**config.mk**
```make
export PLATFORM = sky130hd
export DESIGN_NAME = aes_block_packer_flat
export DESIGN_NICKNAME = d
export VERILOG_FILES = /design/src/rtl/aes_pkg.sv /design/src/rtl/aes_block_packer_if.sv /design/src/rtl/aes_block_fifo.sv /design/src/rtl/aes_block_packer.sv /design/src/flat_wrapper.sv
export SDC_FILE = /design/constraint.sdc
export NUM_CORES = 1
export LEC_CHECK = 0
export ABC_AREA = 1
export CAP_MARGIN = 20
export CELL_PAD_IN_SITES_DETAIL_PLACEMENT = 2
export CELL_PAD_IN_SITES_GLOBAL_PLACEMENT = 2
export CORE_MARGIN = 1.5
export CORE_UTILIZATION = 30
export DETAILED_ROUTE_END_ITERATION = 8
export PLACE_DENSITY_LB_ADDON = 0.1
export SYNTH_ARGS = -nofsm -noshare
export SYNTH_HDL_FRONTEND = slang
export SYNTH_SLANG_ARGS = --single-unit
```
**constraint.sdc**
```tcl
create_clock -name clk -period 12.2 [get_ports clk]
set_input_delay 3.05 -clock clk [delete_from_list [all_inputs] [get_ports clk]]
set_output_delay 3.05 -clock clk [all_outputs]
set_load 0.02 [all_outputs]
```
**src/rtl/aes_pkg.sv**
```systemverilog
// rtl/aes_pkg.sv - shared AES block types, packer FSM states and padding helper
package aes_pkg;

  localparam int AES_BLOCK_BYTES = 16;
  localparam int AES_BLOCK_BITS  = 128;

  typedef logic [AES_BLOCK_BITS-1:0] aes_block_t;

  typedef struct packed {
    logic       last;
    aes_block_t data;
  } aes_entry_t;

  typedef enum logic {ST_FILL, ST_PAD} pack_state_e;

  // asm_q holds the message bytes in its low lanes; they move to the top and the
  // low pad_n lanes take the fill byte. pad_n == 16 shifts every stale byte out.
  function automatic aes_block_t pad_block(input logic [119:0] asm_q,
                                           input logic [4:0]   pad_n,
                                           input logic [7:0]   fill);
    aes_block_t blk;
    blk = {8'h00, asm_q} << {pad_n, 3'b000};
    for (int i = 0; i < AES_BLOCK_BYTES; i++) begin
      if (i < int'(pad_n)) blk[8*i +: 8] = fill;
    end
    return blk;
  endfunction

endpackage

```
**src/rtl/aes_block_packer_if.sv**
```systemverilog
// rtl/aes_block_packer_if.sv - byte-in / block-out handshake bundle of the packer
interface aes_block_packer_if;

  logic                  in_valid;
  logic                  in_ready;
  logic [7:0]            in_data;
  logic                  in_last;
  logic                  out_valid;
  logic                  out_ready;
  aes_pkg::aes_block_t   out_data;
  logic                  out_last;
  logic [31:0]           blocks_out;

  modport slave (
    input  in_valid, in_data, in_last, out_ready,
    output in_ready, out_valid, out_data, out_last, blocks_out
  );

  modport master (
    output in_valid, in_data, in_last, out_ready,
    input  in_ready, out_valid, out_data, out_last, blocks_out
  );

endinterface

```
**src/rtl/aes_block_fifo.sv**
```systemverilog
// rtl/aes_block_fifo.sv - synchronous FIFO of {last, data} block entries
module aes_block_fifo
  import aes_pkg::*;
#(
  parameter int DEPTH = 2
) (
  input  logic       clk,
  input  logic       rst,
  input  logic       push,
  input  aes_entry_t push_entry,
  input  logic       pop,
  output aes_entry_t head,
  output logic       full,
  output logic       empty
);

  localparam int AW = (DEPTH > 1) ? $clog2(DEPTH) : 1;
  localparam int CW = $clog2(DEPTH + 1);

  aes_entry_t      mem [DEPTH];
  logic [AW-1:0]   wr_ptr;
  logic [AW-1:0]   rd_ptr;
  logic [CW-1:0]   count;
  logic            do_push;
  logic            do_pop;

  function automatic logic [AW-1:0] next_ptr(input logic [AW-1:0] p);
    return (p == AW'(DEPTH - 1)) ? '0 : p + 1'b1;
  endfunction

  assign full    = (count == CW'(DEPTH));
  assign empty   = (count == '0);
  assign do_push = push && !full;
  assign do_pop  = pop && !empty;
  // Head reads as zero while empty so the outputs are clean out of reset.
  assign head    = empty ? '0 : mem[rd_ptr];

  always_ff @(posedge clk) begin
    if (rst) begin
      wr_ptr <= '0;
      rd_ptr <= '0;
      count  <= '0;
    end else begin
      if (do_push) wr_ptr <= next_ptr(wr_ptr);
      if (do_pop)  rd_ptr <= next_ptr(rd_ptr);
      count <= count + CW'(do_push) - CW'(do_pop);
    end
  end

  always_ff @(posedge clk) begin
    if (do_push) mem[wr_ptr] <= push_entry;
  end

endmodule

```
**src/rtl/aes_block_packer.sv**
```systemverilog
// rtl/aes_block_packer.sv - packs a byte stream into 128-bit AES blocks with PKCS#7 padding
module aes_block_packer
  import aes_pkg::*;
#(
  parameter bit PAD_ENABLE = 1'b1,
  parameter int OUT_DEPTH  = 2
) (
  input  logic               clk,
  input  logic               rst,
  aes_block_packer_if.slave  bus
);

  pack_state_e  state, state_d;
  logic [3:0]   byte_cnt, byte_cnt_d;
  logic [119:0] asm_q, asm_d;
  logic [4:0]   pad_n, pad_n_d;
  logic [31:0]  blocks_out;

  logic         in_ready;
  logic         accept;
  logic         push;
  aes_entry_t   push_entry;
  aes_entry_t   head;
  logic         q_full;
  logic         q_empty;
  logic [7:0]   fill_byte;

  // Registered q_full only: the byte that would complete a block waits for space.
  assign in_ready  = (state == ST_FILL) && !(byte_cnt == 4'd15 && q_full);
  assign accept    = bus.in_valid && in_ready;
  assign fill_byte = PAD_ENABLE ? {3'b000, pad_n} : 8'h00;

  always_comb begin
    state_d    = state;
    byte_cnt_d = byte_cnt;
    asm_d      = asm_q;
    pad_n_d    = pad_n;
    push       = 1'b0;
    push_entry = '0;
    case (state)
      ST_FILL: begin
        if (accept) begin
          if (byte_cnt == 4'd15) begin
            push            = 1'b1;
            push_entry.data = {asm_q, bus.in_data};
            push_entry.last = bus.in_last && !PAD_ENABLE;
            byte_cnt_d      = 4'd0;
            if (bus.in_last && PAD_ENABLE) begin
              state_d = ST_PAD;
              pad_n_d = 5'd16;
            end
          end else begin
            asm_d      = {asm_q[111:0], bus.in_data};
            byte_cnt_d = byte_cnt + 4'd1;
            if (bus.in_last) begin
              state_d = ST_PAD;
              pad_n_d = 5'd15 - {1'b0, byte_cnt};
            end
          end
        end
      end
      ST_PAD: begin
        if (!q_full) begin
          push            = 1'b1;
          push_entry.data = pad_block(asm_q, pad_n, fill_byte);
          push_entry.last = 1'b1;
          byte_cnt_d      = 4'd0;
          state_d         = ST_FILL;
        end
      end
      default: state_d = ST_FILL;
    endcase
  end

  always_ff @(posedge clk) begin
    if (rst) begin
      state      <= ST_FILL;
      byte_cnt   <= 4'd0;
      asm_q      <= '0;
      pad_n      <= 5'd0;
      blocks_out <= 32'd0;
    end else begin
      state    <= state_d;
      byte_cnt <= byte_cnt_d;
      asm_q    <= asm_d;
      pad_n    <= pad_n_d;
      if (!q_empty && bus.out_ready) blocks_out <= blocks_out + 32'd1;
    end
  end

  aes_block_fifo #(
    .DEPTH (OUT_DEPTH)
  ) u_out_q (
    .clk        (clk),
    .rst        (rst),
    .push       (push),
    .push_entry (push_entry),
    .pop        (bus.out_ready),
    .head       (head),
    .full       (q_full),
    .empty      (q_empty)
  );

  assign bus.in_ready   = in_ready;
  assign bus.out_valid  = !q_empty;
  assign bus.out_data   = head.data;
  assign bus.out_last   = head.last;
  assign bus.blocks_out = blocks_out;

endmodule

```
**src/flat_wrapper.sv**
```systemverilog
// flat-port wrapper written by rule: the top's interface ports become plain ports
module aes_block_packer_flat import aes_pkg::*;
#(
  parameter bit PAD_ENABLE = 1'b1,
  parameter int OUT_DEPTH  = 2
)
  (clk, rst, bus_in_valid, bus_in_data, bus_in_last, bus_out_ready, bus_in_ready, bus_out_valid, bus_out_data, bus_out_last, bus_blocks_out);
  aes_block_packer_if bus_i ();
  input  logic clk;
  input  logic rst;
  input wire logic [$bits(bus_i.in_valid)-1:0] bus_in_valid;
  input wire logic [$bits(bus_i.in_data)-1:0] bus_in_data;
  input wire logic [$bits(bus_i.in_last)-1:0] bus_in_last;
  input wire logic [$bits(bus_i.out_ready)-1:0] bus_out_ready;
  output wire logic [$bits(bus_i.in_ready)-1:0] bus_in_ready;
  output wire logic [$bits(bus_i.out_valid)-1:0] bus_out_valid;
  output wire logic [$bits(bus_i.out_data)-1:0] bus_out_data;
  output wire logic [$bits(bus_i.out_last)-1:0] bus_out_last;
  output wire logic [$bits(bus_i.blocks_out)-1:0] bus_blocks_out;
  assign bus_i.in_valid = bus_in_valid;
  assign bus_i.in_data = bus_in_data;
  assign bus_i.in_last = bus_in_last;
  assign bus_i.out_ready = bus_out_ready;
  assign bus_in_ready = bus_i.in_ready;
  assign bus_out_valid = bus_i.out_valid;
  assign bus_out_data = bus_i.out_data;
  assign bus_out_last = bus_i.out_last;
  assign bus_blocks_out = bus_i.blocks_out;
  aes_block_packer #(.PAD_ENABLE(PAD_ENABLE), .OUT_DEPTH(OUT_DEPTH)) u_core (.clk(clk), .rst(rst), .bus(bus_i));
endmodule
```
==> metrics.md <==
| Metric | Value |
|---|---|
| Yosys reg bits | `425` |
| Clk root buf | `clkbuf_16` |
| Critical Path RT | `9.15 ns` |
| CTS buffer count | `52` |
| Clk pin slew, worst setup/hold paths | `0.06 ns` |
| CP max stage delay | `0.78 ns` |
| Area added between synthesis and finish | `18.8%` |
| Hold Crit Depth | `1` |
| Post-Syn Area | `22400 um^2` |
| Cells after Synth | `2986` |
| DRT antenna net count | `0` |
| Initial antenna violation count | `2` |
| Crit-path cells | `inv_4 > buf_4 > nand2_1 > a21oi_1 > clkdlybuf4s50_1` |
| Fin. Hold Viols | `0` |
| CP arrival | `3.71 ns` |
| Post-CTS Setup Inserts | `0` |
| Final setup fails | `0` |
| Remaining Overflow, GRT | `0` |
| Max clock buf depth | `3` |
| CP endpoint kind | `primary output` |
| Worst-Skew Late Latency | `0.62 ns` |
| Maxcap violations | `0` |
| Port buffer count | `175` |
| CTS tree | `done` |
| Worst-path maximum fanout | `81` |
| HPWL after DPL | `71500 um` |
| Outcome | `finished, final reports clean` |
| Internal power | `3080 uW` |
| Nets | `3090` |
| Vias in the first global route | `23473` |
| Placed Instance Area | `24900 um^2` |
| CP Launch Type | `flop` |
| Slew headroom | `0.249` |
| Clk pwr share | `0.315` |
| Final worst-path cycle share | `0.554` |
| Post-route total power | `4950 uW` |
| FF+latch area | `11100 um^2` |
| Fmax | `148 MHz` |
| I/O pins | `176` |
| Logic pwr share | `0.348` |
| Proportion of layout cells with a drive suffix above 1 | `0.0536` |
| Leakage power | `0.0102 uW` |
| First drt pass iteration count | `5` |
| Worst slew pin tran | `1.12 ns` |
| Initial Util | `0.305` |
| Total wire length | `100000 um` |
| Crit-path slowest cell | `buf_4` |
| Vias post-DR | `21943` |
| WP depth | `5` |
| FF-to-FF setup slack | `8.28 ns` |
| Delay-heaviest family, CP | `buffers and inverters` |
| Ys Warns | `0` |
| PwrDens | `186 nW/um^2` |
| Hold buffer count at CTS | `0` |
| Final min period | `6.76 ns` |
| Worst Skew | `0.0276 ns` |
| Filler instances | `8552` |
| Via density | `5.38` |
| Final Max Slew Viols | `0` |
| Core Footprint | `73500 um^2` |
| Switching Power | `1870 uW` |
| IR drop worst, VDD | `0.123 mV` |
| Core Rows | `99` |
| H-Tree Depth | `2` |
| Gr usage total | `0.260` |
| Synth unique cells | `37` |
| Placer's final routability congestion estimate | `0.891` |
| RSZ-0062 raised after global routing | `no` |
| Multi-input gate area | `9630 um^2` |
| Flop pwr share | `0.336` |
| RR Endpoint | `u_core.u_out_q.mem[0][75]$_DFFE_PP_` |
| Largest net degree at the start of global routing | `99` |
| Setup TNS | `0 ns` |
| Die width | `276 um` |
| Residual DRC | `0` |
| Die H | `276 um` |
| Depth of the worst register-to-register path | `11` |
| Switching share of power | `0.378` |
| Setup CP Type | `flop to primary output` |
| Syn Area/Cell | `7.50 um^2` |
| Post-CTS sizing | `0` |
| Clock Sinks | `425` |
| Initial DRC Count | `1349` |
| Worst Hold Class | `flop to flop` |
| Post-synth net total | `3003` |
| Die ar. | `76300 um^2` |
| Fin area | `26600 um^2` |
| WL/cell | `24.6 um` |
| Sequential share of the synthesized area | `0.495` |
| RR Startpoint | `u_core.pad_n[1]$_SDFFE_PP0P_` |
| First-pass GRT wire length | `152000 um` |
| Buf/Inv on CP | `3` |
| Min-Delay Startpoint | `u_core.u_out_q.rd_ptr$_SDFFE_PP0P_` |
## power groups by stage
stage | clock network, uW | logic (uW) | registers, uW
after floorplan | 0 | 968 | 1640
after global placement | 0 | 1720 | 1690
after detailed placement | 0 | 1750 | 1700
after CTS | 1610 | 1760 | 1670
after global routing | 1660 | 1870 | 1680
final | 1560 | 1730 | 1670
## worst max-delay path by stage
| stage | end | slack (ns) |
|---|---|---|
| floorplan | u_core.u_out_q.mem[1][0]$_DFFE_PP_ | 2.76 |
| global placement | bus_out_data[70] | 6.00 |
| detailed placement | u_core.asm_q[94]$_SDFFE_PP0P_ | 5.94 |
| CTS | bus_out_data[46] | 5.29 |
| global route | bus_out_data[46] | 5.14 |
| finish | bus_out_data[46] | 5.44 |
## Yosys cell counts
master / n / area, um^2
a21oi_2: 1 / 8.76
inv_4: 1 / 6.26
clkbuf_1: 86 / 323
a22o_1: 3 / 26.3
xnor2_1: 1 / 8.76
o21bai_1: 2 / 15.0
edfxtp_1: 258 / 7750
nand4_1: 21 / 131
buf_4: 5 / 37.5
dfxtp_1: 167 / 3340
o21ai_2: 1 / 8.76
buf_6: 1 / 11.3
buf_2: 70 / 350
a21oi_1: 309 / 1550
nor2_8: 3 / 60.1
clkinv_2: 1 / 5.00
o211ai_1: 21 / 158
o21ai_1: 8 / 40.0
nand2_4: 2 / 22.5
o22ai_1: 27 / 169
xor2_1: 2 / 17.5
nor3_1: 1 / 5.00
or2_2: 3 / 18.8
ha_1: 4 / 50.1
a31oi_1: 5 / 31.3
nand3_1: 282 / 1410
o21ai_0: 296 / 1480
inv_1: 232 / 871
nand2_2: 3 / 18.8
inv_2: 9 / 33.8
nor3b_1: 1 / 7.51
nor2_4: 5 / 56.3
buf_1: 17 / 63.8
nor2_1: 124 / 465
nand2_1: 1003 / 3760
nor2_2: 10 / 62.6
nand3b_1: 1 / 7.51
## registers in the layout (all words and copies together), names as in the netlist, named ones only
register / cells
u_core.asm_q: 120
u_core.bus.blocks_out: 32
u_core.byte_cnt: 4
u_core.pad_n: 5
u_core.state: 1
u_core.u_out_q.count: 2
u_core.u_out_q.mem: 258
u_core.u_out_q.rd_ptr: 1
u_core.u_out_q.wr_ptr: 1
## final cells by class
cell class	count	area share
multi-input cells	2139	0.362
inverters	243	0.0346
well taps	959	0.0451
clock buffers	70	0.0557
flip-flops and latches	425	0.417
diodes	1	0.0000941
repair buffers	212	0.0763
clock inverters	28	0.00861
## cell usage in the layout (no fill, tap or decap), types with 2 or more instances in the layout
cell | synthesis | routed
o22ai_1 | 27 | 27
inv_6 | 0 | 4
xor2_1 | 2 | 2
nor2_4 | 5 | 8
o211ai_1 | 21 | 21
buf_4 | 5 | 37
inv_4 | 1 | 2
dfxtp_4 | 0 | 2
a21oi_1 | 309 | 309
nand2_4 | 2 | 2
o21bai_1 | 2 | 2
ha_1 | 4 | 4
inv_1 | 232 | 229
clkinvlp_4 | 0 | 3
clkdlybuf4s50_1 | 0 | 175
dfxtp_2 | 0 | 2
a31oi_1 | 5 | 5
nand4_1 | 21 | 21
edfxtp_1 | 258 | 258
clkinv_2 | 1 | 9
o21ai_0 | 296 | 296
nor2_1 | 124 | 121
clkbuf_1 | 86 | 8
nand2_1 | 1003 | 1003
clkinv_1 | 0 | 11
nor2_2 | 10 | 10
nor2_8 | 3 | 3
bufinv_16 | 0 | 3
nand2_2 | 3 | 3
clkbuf_8 | 0 | 9
dfxtp_1 | 167 | 163
inv_2 | 9 | 9
a22o_1 | 3 | 3
or2_2 | 3 | 3
clkbuf_16 | 0 | 53
o21ai_1 | 8 | 8
nand3_1 | 282 | 280
## metrics by stage
step	cells	util	hold slack [ns]	setup WS, ns
CTS	4076	0.362	0.456	5.29
finish	4077	0.362	0.459	5.44
floorplan	2986	-	0.426	2.76
detailed placement	3978	0.339	0.444	5.94
global placement	3978	0.339	0.431	6.00
global route	4076	0.362	0.471	5.14
## routing by layer
metal	part of all wire	track usage
met5	0.00011	0
met4	0.031	0.0829
met3	0.034	0.0267
met2	0.48	0.447
met1	0.45	0.343
## cells by family (layout without fill, tap and decap cells)
group | Yosys count | count (layout) | share of synthesized area
AO/OA/AOI/OAI | 673 | 673 | 0.156
AND/OR/NAND/NOR | 1459 | 1459 | 0.269
XOR/XNOR | 3 | 3 | 0.00117
adder cells (fa/ha/maj) | 4 | 4 | 0.00224
buffers and inverters | 422 | 553 | 0.0760
flip-flops | 425 | 425 | 0.495
other | 0 | 1 | 0
Note: power is estimated with default switching activity, not from simulation.
